**src/rtl/dpram_pkg.sv**
```systemverilog
// Shared widths and read-side FSM encoding for the dual-port-RAM FIFO.
// Latency: n/a (types and constants only).
// Backpressure: n/a.
package dpram_pkg;

    localparam int DPRAM_DATA_W = 8;
    localparam int DPRAM_ADDR_W = 4;

    // IDLE: nothing in flight, FETCH: RAM read in flight, HOLD: out_data valid
    typedef enum logic [1:0] {
        ST_IDLE  = 2'd0,
        ST_FETCH = 2'd1,
        ST_HOLD  = 2'd2
    } rd_state_t;

endpackage

```
**src/rtl/dpram_fifo.sv**
```systemverilog
// Complete FIFO: dpram_fifo_ctrl driving a dualport_withconflict RAM.
// Latency: push to out_valid 3 cycles; at most one pop every 2 cycles.
// Backpressure: in_ready low when full or flushing; ram_conflict reports
// any same-address access on both RAM ports (never expected).
module dpram_fifo
    import dpram_pkg::*;
#(
    parameter int DATA_W = DPRAM_DATA_W,
    parameter int ADDR_W = DPRAM_ADDR_W
) (
    input  logic              clk,
    input  logic              reset,
    input  logic              flush,
    input  logic              in_valid,
    input  logic [DATA_W-1:0] in_data,
    output logic              in_ready,
    output logic              out_valid,
    output logic [DATA_W-1:0] out_data,
    input  logic              out_ready,
    output logic [ADDR_W:0]   ram_level,
    output logic              ram_conflict
);

    logic [ADDR_W-1:0] addr_a;
    logic              write_a;
    logic [DATA_W-1:0] write_data_a;
    logic              read_a;
    logic [DATA_W-1:0] unused_read_data_a;
    logic [ADDR_W-1:0] addr_b;
    logic              read_b;
    logic              write_b;
    logic [DATA_W-1:0] write_data_b;
    logic [DATA_W-1:0] read_data_b;

    dpram_fifo_ctrl #(.DATA_W(DATA_W), .ADDR_W(ADDR_W)) u_ctrl (
        .clk              (clk),
        .reset            (reset),
        .flush            (flush),
        .in_valid         (in_valid),
        .in_data          (in_data),
        .in_ready         (in_ready),
        .out_valid        (out_valid),
        .out_data         (out_data),
        .out_ready        (out_ready),
        .ram_level        (ram_level),
        .ram_addr_a       (addr_a),
        .ram_write_a      (write_a),
        .ram_write_data_a (write_data_a),
        .ram_read_a       (read_a),
        .ram_addr_b       (addr_b),
        .ram_read_b       (read_b),
        .ram_write_b      (write_b),
        .ram_write_data_b (write_data_b),
        .ram_read_data_b  (read_data_b)
    );

    dualport_withconflict #(.DATA_W(DATA_W), .ADDR_W(ADDR_W)) u_ram (
        .clk          (clk),
        .addr_a       (addr_a),
        .write_a      (write_a),
        .write_data_a (write_data_a),
        .read_a       (read_a),
        .read_data_a  (unused_read_data_a),
        .addr_b       (addr_b),
        .write_b      (write_b),
        .write_data_b (write_data_b),
        .read_b       (read_b),
        .read_data_b  (read_data_b),
        .conflict     (ram_conflict)
    );

endmodule

```
**src/rtl/dualport_withconflict.sv**
```systemverilog
// Two-port RAM, registered reads, both ports may read or write.
// Latency: read data valid the cycle after read is sampled high.
// Backpressure: none; same-address access on both ports raises conflict
// (port A write wins, a read forwards the other port's write data).
// Ports: clk; per port addr/write/write_data/read/read_data; conflict flag.
module dualport_withconflict
    import dpram_pkg::*;
#(
    parameter int DATA_W = DPRAM_DATA_W,
    parameter int ADDR_W = DPRAM_ADDR_W
) (
    input  logic              clk,
    input  logic [ADDR_W-1:0] addr_a,
    input  logic              write_a,
    input  logic [DATA_W-1:0] write_data_a,
    input  logic              read_a,
    output logic [DATA_W-1:0] read_data_a,
    input  logic [ADDR_W-1:0] addr_b,
    input  logic              write_b,
    input  logic [DATA_W-1:0] write_data_b,
    input  logic              read_b,
    output logic [DATA_W-1:0] read_data_b,
    output logic              conflict
);

    logic [DATA_W-1:0] mem [2**ADDR_W];
    logic              same_addr;

    assign same_addr = (addr_a == addr_b);
    assign conflict  = same_addr && (write_a || read_a) && (write_b || read_b);

    // No reset on the array: stale contents are unreachable once the
    // controller's pointers are cleared.
    always_ff @(posedge clk) begin
        if (write_a) begin
            mem[addr_a] <= write_data_a;
        end
        if (write_b && !(write_a && same_addr)) begin
            mem[addr_b] <= write_data_b;
        end
        if (read_a) begin
            read_data_a <= (write_b && same_addr) ? write_data_b : mem[addr_a];
        end
        if (read_b) begin
            read_data_b <= (write_a && same_addr) ? write_data_a : mem[addr_b];
        end
    end

endmodule

```
**src/rtl/dpram_fifo_ctrl.sv**
```systemverilog
// FIFO controller over an external dual-port RAM: port A writes, port B reads.
// Latency: push to out_valid 3 cycles; at most one pop every 2 cycles.
// Backpressure: in_ready drops when 16 entries sit in RAM or during flush;
// out_data holds steady until out_ready.
// Ports: clk/reset/flush, in_* push side, out_* pop side, ram_level,
// ram_*_a write port, ram_*_b read port (unused directions tied low).
module dpram_fifo_ctrl
    import dpram_pkg::*;
#(
    parameter int DATA_W = DPRAM_DATA_W,
    parameter int ADDR_W = DPRAM_ADDR_W
) (
    input  logic              clk,
    input  logic              reset,
    input  logic              flush,
    input  logic              in_valid,
    input  logic [DATA_W-1:0] in_data,
    output logic              in_ready,
    output logic              out_valid,
    output logic [DATA_W-1:0] out_data,
    input  logic              out_ready,
    output logic [ADDR_W:0]   ram_level,
    output logic [ADDR_W-1:0] ram_addr_a,
    output logic              ram_write_a,
    output logic [DATA_W-1:0] ram_write_data_a,
    output logic              ram_read_a,
    output logic [ADDR_W-1:0] ram_addr_b,
    output logic              ram_read_b,
    output logic              ram_write_b,
    output logic [DATA_W-1:0] ram_write_data_b,
    input  logic [DATA_W-1:0] ram_read_data_b
);

    localparam logic [ADDR_W:0] FULL_LEVEL = {1'b1, {ADDR_W{1'b0}}};
    localparam logic [ADDR_W:0] PTR_ONE    = {{ADDR_W{1'b0}}, 1'b1};

    // MSB of each pointer is the wrap bit, so full and empty differ.
    logic [ADDR_W:0] wr_ptr;
    logic [ADDR_W:0] rd_ptr;
    rd_state_t       state;
    logic            push;
    logic            pop;
    logic            rd_issue;

    assign ram_level = wr_ptr - rd_ptr;
    assign in_ready  = !reset && !flush && (ram_level != FULL_LEVEL);
    assign push      = in_valid && in_ready;
    assign pop       = out_valid && out_ready;

    // Reads only go out with ram_level > 0, so the read address always
    // trails the write address and the two ports never collide.
    assign rd_issue = !reset && !flush && (ram_level != '0) &&
                      ((state == ST_IDLE) || ((state == ST_HOLD) && pop));

    assign ram_addr_a       = wr_ptr[ADDR_W-1:0];
    assign ram_write_a      = push;
    assign ram_write_data_a = in_data;
    assign ram_read_a       = 1'b0;

    assign ram_addr_b       = rd_ptr[ADDR_W-1:0];
    assign ram_read_b       = rd_issue;
    assign ram_write_b      = 1'b0;
    assign ram_write_data_b = '0;

    always_ff @(posedge clk or posedge reset) begin
        if (reset) begin
            wr_ptr    <= '0;
            rd_ptr    <= '0;
            state     <= ST_IDLE;
            out_valid <= 1'b0;
            out_data  <= '0;
        end else if (flush) begin
            // Returning to IDLE drops any read already in flight.
            wr_ptr    <= '0;
            rd_ptr    <= '0;
            state     <= ST_IDLE;
            out_valid <= 1'b0;
        end else begin
            if (push) begin
                wr_ptr <= wr_ptr + PTR_ONE;
            end
            if (rd_issue) begin
                rd_ptr <= rd_ptr + PTR_ONE;
            end
            case (state)
                ST_IDLE: begin
                    if (rd_issue) begin
                        state <= ST_FETCH;
                    end
                end
                ST_FETCH: begin
                    out_data  <= ram_read_data_b;
                    out_valid <= 1'b1;
                    state     <= ST_HOLD;
                end
                ST_HOLD: begin
                    if (pop) begin
                        out_valid <= 1'b0;
                        state     <= rd_issue ? ST_FETCH : ST_IDLE;
                    end
                end
                default: begin
                    out_valid <= 1'b0;
                    state     <= ST_IDLE;
                end
            endcase
        end
    end

endmodule

```
**config.mk**
```make
export PLATFORM = sky130hd
export DESIGN_NAME = dpram_fifo
export DESIGN_NICKNAME = d
export VERILOG_FILES = /design/src/rtl/dpram_pkg.sv /design/src/rtl/dpram_fifo.sv /design/src/rtl/dualport_withconflict.sv /design/src/rtl/dpram_fifo_ctrl.sv
export SDC_FILE = /design/constraint.sdc
export NUM_CORES = 1
export LEC_CHECK = 0
export ABC_AREA = 1
export BUFFER_PORTS_ARGS = -buffer_cell sky130_fd_sc_hd__buf_2
export CORE_UTILIZATION = 53
export CTS_CLUSTER_DIAMETER = 120
export DETAILED_ROUTE_END_ITERATION = 10
export GPL_ROUTABILITY_DRIVEN = 0
export PLACE_DENSITY = 0.69
export REMOVE_ABC_BUFFERS = 1
export SLEW_MARGIN = 20
export SYNTH_ARGS = -nofsm -noshare
export SYNTH_HDL_FRONTEND = slang
export SYNTH_HIERARCHICAL = 1
export SYNTH_SLANG_ARGS = --single-unit
```
**constraint.sdc**
```tcl
create_clock -name clk -period 5.42 [get_ports clk]
set_input_delay 0.271 -clock clk [delete_from_list [all_inputs] [get_ports clk]]
set_output_delay 0.271 -clock clk [all_outputs]
set_load 0.02 [all_outputs]
```
; Yosys cells after proc, flatten, opt, wreduce, memory -nomap -nowiden
; Memory sizes are Yosys's and may differ from the RTL's. A register that Yosys moved wholly into a read port is not among the register bits.
; Index checks and enable logic that the tools add are counted.
[word_totals]
n_memories = 1
mem_bits_rw = 128
inputBits = 13
ff_bits = 21
[op_classes]
n_bitwise = 1
n_mux = 14
n_addsub = 3
n_eq_ne = 7
reduce_logical = 19
[mem_list]
columns = memory, depth, word_bits, rd, rd_ports_with_merged_regs, wr, line_no
row1 = u_ram.mem, 16, 8, 1, 1, 1, dualport_withconflict.sv:26  ; logic [DATA_W-1:0] mem [2**ADDR_W];
[op_table]
columns = cell, n
row1 = $mux 5, 4
row2 = $add 5x1->5 const B, 2
row3 = $logic_and 1x1->1, 9
row4 = $mux 2, 3
row5 = $ne 3x2->1 const B, 2
row6 = $pmux 2 s3, 1
row7 = $reduce_and 2->1, 3
row8 = $mux 1, 5
row9 = $ne 5x5->1 const B, 1
row10 = $reduce_bool 5->1, 1
row11 = $sub 5x5->5, 1
row12 = $eq 4x4->1, 1
row13 = $reduce_bool 2->1, 2
row14 = $pmux 1 s3, 1
row15 = $eq 2x1->1 const B, 1
row16 = $eq 2x2->1 const B, 1
row17 = $logic_not 1->1, 2
row18 = $logic_not 2->1, 1
row19 = $ne 2x2->1 const B, 1
row20 = $logic_or 1x1->1, 1
row21 = $not 1->1, 1

; Logic depth before layout (Yosys ltp)
[logic_depth]
depth_word = 8
mapped_depth = 16
mapped_depth_nobuf = 15

; Cells and area by module
; The synthesis kept the hierarchy.
[by_module_without_submodules]
columns = mod, instances, area_each_um2, cells_per_inst
row1 = dualport_withconflict, 1, 10008.3, 1421
row2 = dpram_fifo_ctrl, 1, 1470.2, 164

; Least setup slack after synthesis
; No wires, ideal clock.
[synth_path]
path_kind = register to register
startpoint = register u_ctrl.wr_ptr[0]
endpoint = memory u_ram/mem[0][0] (netlist bit) (enable)
path_buffers = 0
stages_incl_launch_ff = 12
t_required_ps = 5036
path_slack_ps = 2352
arrival_time_ps = 2684
synth_period_minus_slack_ps = 3068
setup_ps = 384
path_cell_list = dfrtp_1 inv_1 ha_1 inv_1 fa_1 xor2_1 nor2_2 nand3_2 nand3_4 inv_2 nand2_1 o21ai_0
[synth_via]
elab_chain_cells = 6
[synth_rtl]
columns = element, line_no
row1 = from (decl), dpram_fifo_ctrl.sv:38  ; logic [ADDR_W:0] wr_ptr;
row2 = from (signal assigned), dpram_fifo_ctrl.sv:80  ; wr_ptr <= wr_ptr + PTR_ONE;
row3 = $sub 5x5->5, dpram_fifo_ctrl.sv:45  ; assign ram_level = wr_ptr - rd_ptr;
row4 = via ram_level[2], dpram_fifo.sv:20  ; output logic [ADDR_W:0] ram_level,
row5 = $ne 5x5->1, dpram_fifo_ctrl.sv:46  ; assign in_ready = !reset && !flush && (ram_level != FULL_LEVEL);
row6 = $logic_and 1x1->1, dpram_fifo_ctrl.sv:46
row7 = $logic_and 1x1->1, dpram_fifo_ctrl.sv:47  ; assign push = in_valid && in_ready;
row8 = via write_a, dpram_fifo.sv:25  ; logic write_a;
row9 = $mux 1, dualport_withconflict.sv:35  ; if (write_a) begin
row10 = $mux 1 (not written as such), dualport_withconflict.sv:36  ; mem[addr_a] <= write_data_a;
row11 = to (decl), dualport_withconflict.sv:26
; The timed path passes the listed nets, and every way through them passes these cells.

; Worst setup path after layout
[layout_path]
startpoint = register u_ctrl.wr_ptr[0]
endpoint = memory u_ram/mem[5][2] (netlist bit) (enable)
[layout_via]
elab_chain_cells = 6
[layout_rtl]
columns = element, line_no
row1 = $sub 5x5->5, dpram_fifo_ctrl.sv:45
row2 = $ne 5x5->1, dpram_fifo_ctrl.sv:46
row3 = $logic_and 1x1->1, dpram_fifo_ctrl.sv:46
row4 = $logic_and 1x1->1, dpram_fifo_ctrl.sv:47
row5 = via write_a, dpram_fifo.sv:25
row6 = $mux 1, dualport_withconflict.sv:35
row7 = $mux 1 (not written as such), dualport_withconflict.sv:36
; The timed path passes the listed nets, and every way through them passes these cells.

==> flow_metrics.env <==
export IMPL_status="finished, violations left"
export IMPL_violations="DRC"
export IMPL_synth_area_per_cell_um2=8.086
export IMPL_pwr_share_seq=0.407
export IMPL_drv_slew=0
export IMPL_cts_max_level=4
export IMPL_final_area_um2=10290
export IMPL_wl_per_cell_um=19.18
export IMPL_crit_path_cell_trace="inv_1 -> ha_1 -> inv_1 -> fa_1 -> nand3_1 -> nand2_1 -> nand2_2 -> nand2_2 -> nand3_2 -> nand3_4 -> inv_2 -> nand2_1 -> o21ai_0"
export IMPL_required_ps=5460
export IMPL_fin_crit_sh=0.6509
export IMPL_fmax_ghz=0.2834
export IMPL_wirelength_um=26830
export IMPL_cts_resized=0
export IMPL_die_area_um2=19160
export IMPL_start_util=0.5454
export IMPL_setup_viol=0
export IMPL_fin_skew_ps=6.834
export IMPL_cp_end_kind="register"
export IMPL_setup_worst_path_class="reg -> reg"
export IMPL_grt_pass1_vias=7358
export IMPL_power_switching_mw=1.175
export IMPL_syn2layout_area_growth_pct=4.300
export IMPL_drive_gt1_frac=0.1154
export IMPL_placementRows=49
export IMPL_insertion_delay_ps=420
export IMPL_cts_hold_buffers_added=0
export IMPL_antenna_cells=0
export IMPL_arrival_ps=3570
export IMPL_yosys_warnings=6
export IMPL_leakage_nw=4.570
export IMPL_cpLargestDelayFamily="compound AO/OA/AOI/OAI gates"
export IMPL_syn_area_um2=9864
export IMPL_die_w_um=138.4
export IMPL_vias=8205
export IMPL_path_buf_inv=3
export IMPL_fin_cells=1399
export IMPL_power_mw=3.581
export IMPL_placed_area_um2=9689
export IMPL_max_vdd_ir_drop_mv=0.2218
export IMPL_cp_max_fo=9
export IMPL_grtUsageTotal=0.2873
export IMPL_p_clk_frac=0.330
export IMPL_post_route_min_period_ps=3528
export IMPL_drv_cap=0
export IMPL_cts_root_buf="clkbuf_16"
export IMPL_tightest_slew_ps=1114
export IMPL_drt_iter0_markers=1047
export IMPL_clockBufferDepth=2
export IMPL_coreArea_um2=18090
export IMPL_grt_overflow_total=0
export IMPL_slowest_stage="o21ai_0"
export IMPL_seqCellArea_um2=4611
export IMPL_drc=11
export IMPL_clk_pin_slew_ps=60
export IMPL_p_comb_frac=0.262
export IMPL_cts_tree="built"
export IMPL_numCtsBuffers=17
export IMPL_tns_ps=0
export IMPL_p_sw_frac=0.3282
export IMPL_ioPinCount=29
export IMPL_drtAntennaViolNets=0
export IMPL_cp_start_kind="register"
export IMPL_final_hold_viol_count=0
export IMPL_vias_per_cell=5.865
export IMPL_dp_cells=1367
export IMPL_fin_nets=1178
export IMPL_fillers=1626
export IMPL_cts_sinks=157
export IMPL_grt_setup_unrepaired="false"
export IMPL_cpPeakStageDelay_ps=950
export IMPL_grt_pass1_wl_um=41390
export IMPL_slew_headroom=0.2492
export IMPL_post_cts_setup_buffers=0
export IMPL_hold_path_class="in -> async"
export IMPL_multiInputGateArea_um2=4434
export IMPL_die_h_um=138.4
export IMPL_dp_hpwl_um=16650
export IMPL_grt_max_degree=146
export IMPL_postLayoutCoreUtil=0.5689
export IMPL_cellPowerDensity_nw_per_um2=348.1
export IMPL_portBuffers=28
export IMPL_syn_inst=1220
export IMPL_antenna_found_initial=0
export IMPL_dr_pass1_iters=9
export IMPL_p_int_mw=2.406
[per-stage QoR]
| step | setup WS, ps | hold WS (ps) |
|---|---|---|
| 2_1_floorplan | 613.1 | 247.5 |
| 3_3_place_gp | 1997 | 468.0 |
| 3_5_place_dp | 1899 | 473.5 |
| 4_1_cts | 1900 | 43.80 |
| 5_1_grt | 1636 | 99.11 |
| 6_report | 1892 | 26.92 |
[cell type report]
cell class,count,share of cell area
sequential,157,0.4481
multi-input combinational,898,0.4310
clock buffer,20,0.04244
tap,229,0.02785
inverter,52,0.01897
timing repair buffer,32,0.01776
clock inverter,11,0.01386
[power groups by stage]
stage	Combinational (mW)	Clock [mW]	Sequential, mW
after floorplan	0.572	0	1.55
after global placement	0.888	0	1.48
after detailed placement	0.899	0	1.48
after CTS	0.902	1.20	1.46
after global routing	1.03	1.25	1.47
final	0.940	1.18	1.46
[final timing paths]
path,slack (ps),to,startpoint,cells after the start
min in group clk,150,u_ctrl/out_valid$_DFFE_PP0P_,out_ready,4
worst min-delay path,30,u_ctrl/out_data[2]$_DFFE_PP0P_,reset,2
worst max-delay path,1890,u_ram/mem[5][2]$_DFFE_PP_,u_ctrl/wr_ptr[0]$_DFFE_PP0P_,13
max in group asynchronous,4830,u_ctrl/rd_ptr[0]$_DFFE_PP0P_,reset,2
worst max register to register,1890,u_ram/mem[5][2]$_DFFE_PP_,u_ctrl/wr_ptr[0]$_DFFE_PP0P_,13
worst min register to register,480,u_ctrl/out_data[1]$_DFFE_PP0P_,u_ram/read_data_b[1]$_DFFE_PP_,1
[flip-flops by register name, summed over array words and instances, names as in the netlist]
signal,count
u_ctrl/wr_ptr,5
u_ram/mem,128
u_ram/read_data_b,8
u_ctrl/out_valid,1
u_ctrl/out_data,8
u_ctrl/rd_ptr,5
u_ctrl/state,2
[cells in the final DEF, fill, tap and decap left out, drive strengths merged, types with 6 or more instances in the layout]
master / count
inv: 54
conb: 10
o21ai: 22
dfrtp: 21
edfxtp: 136
nor2: 68
nand2: 558
xor2: 7
nand4: 139
buf: 32
nand3: 72
mux2: 8
ha: 6
clkbuf: 20
[metal layers]
layer | GRT usage | vias to the layer above | share of wire
met4 | 0.1295 | 0 | 0.040
met5 | 0 | - | 0
met2 | 0.4440 | 415 | 0.45
met3 | 0.05404 | 73 | 0.091
li1 | - | 3919 | -
met1 | 0.3945 | 3798 | 0.42
Power figures use the tool's default switching activity.
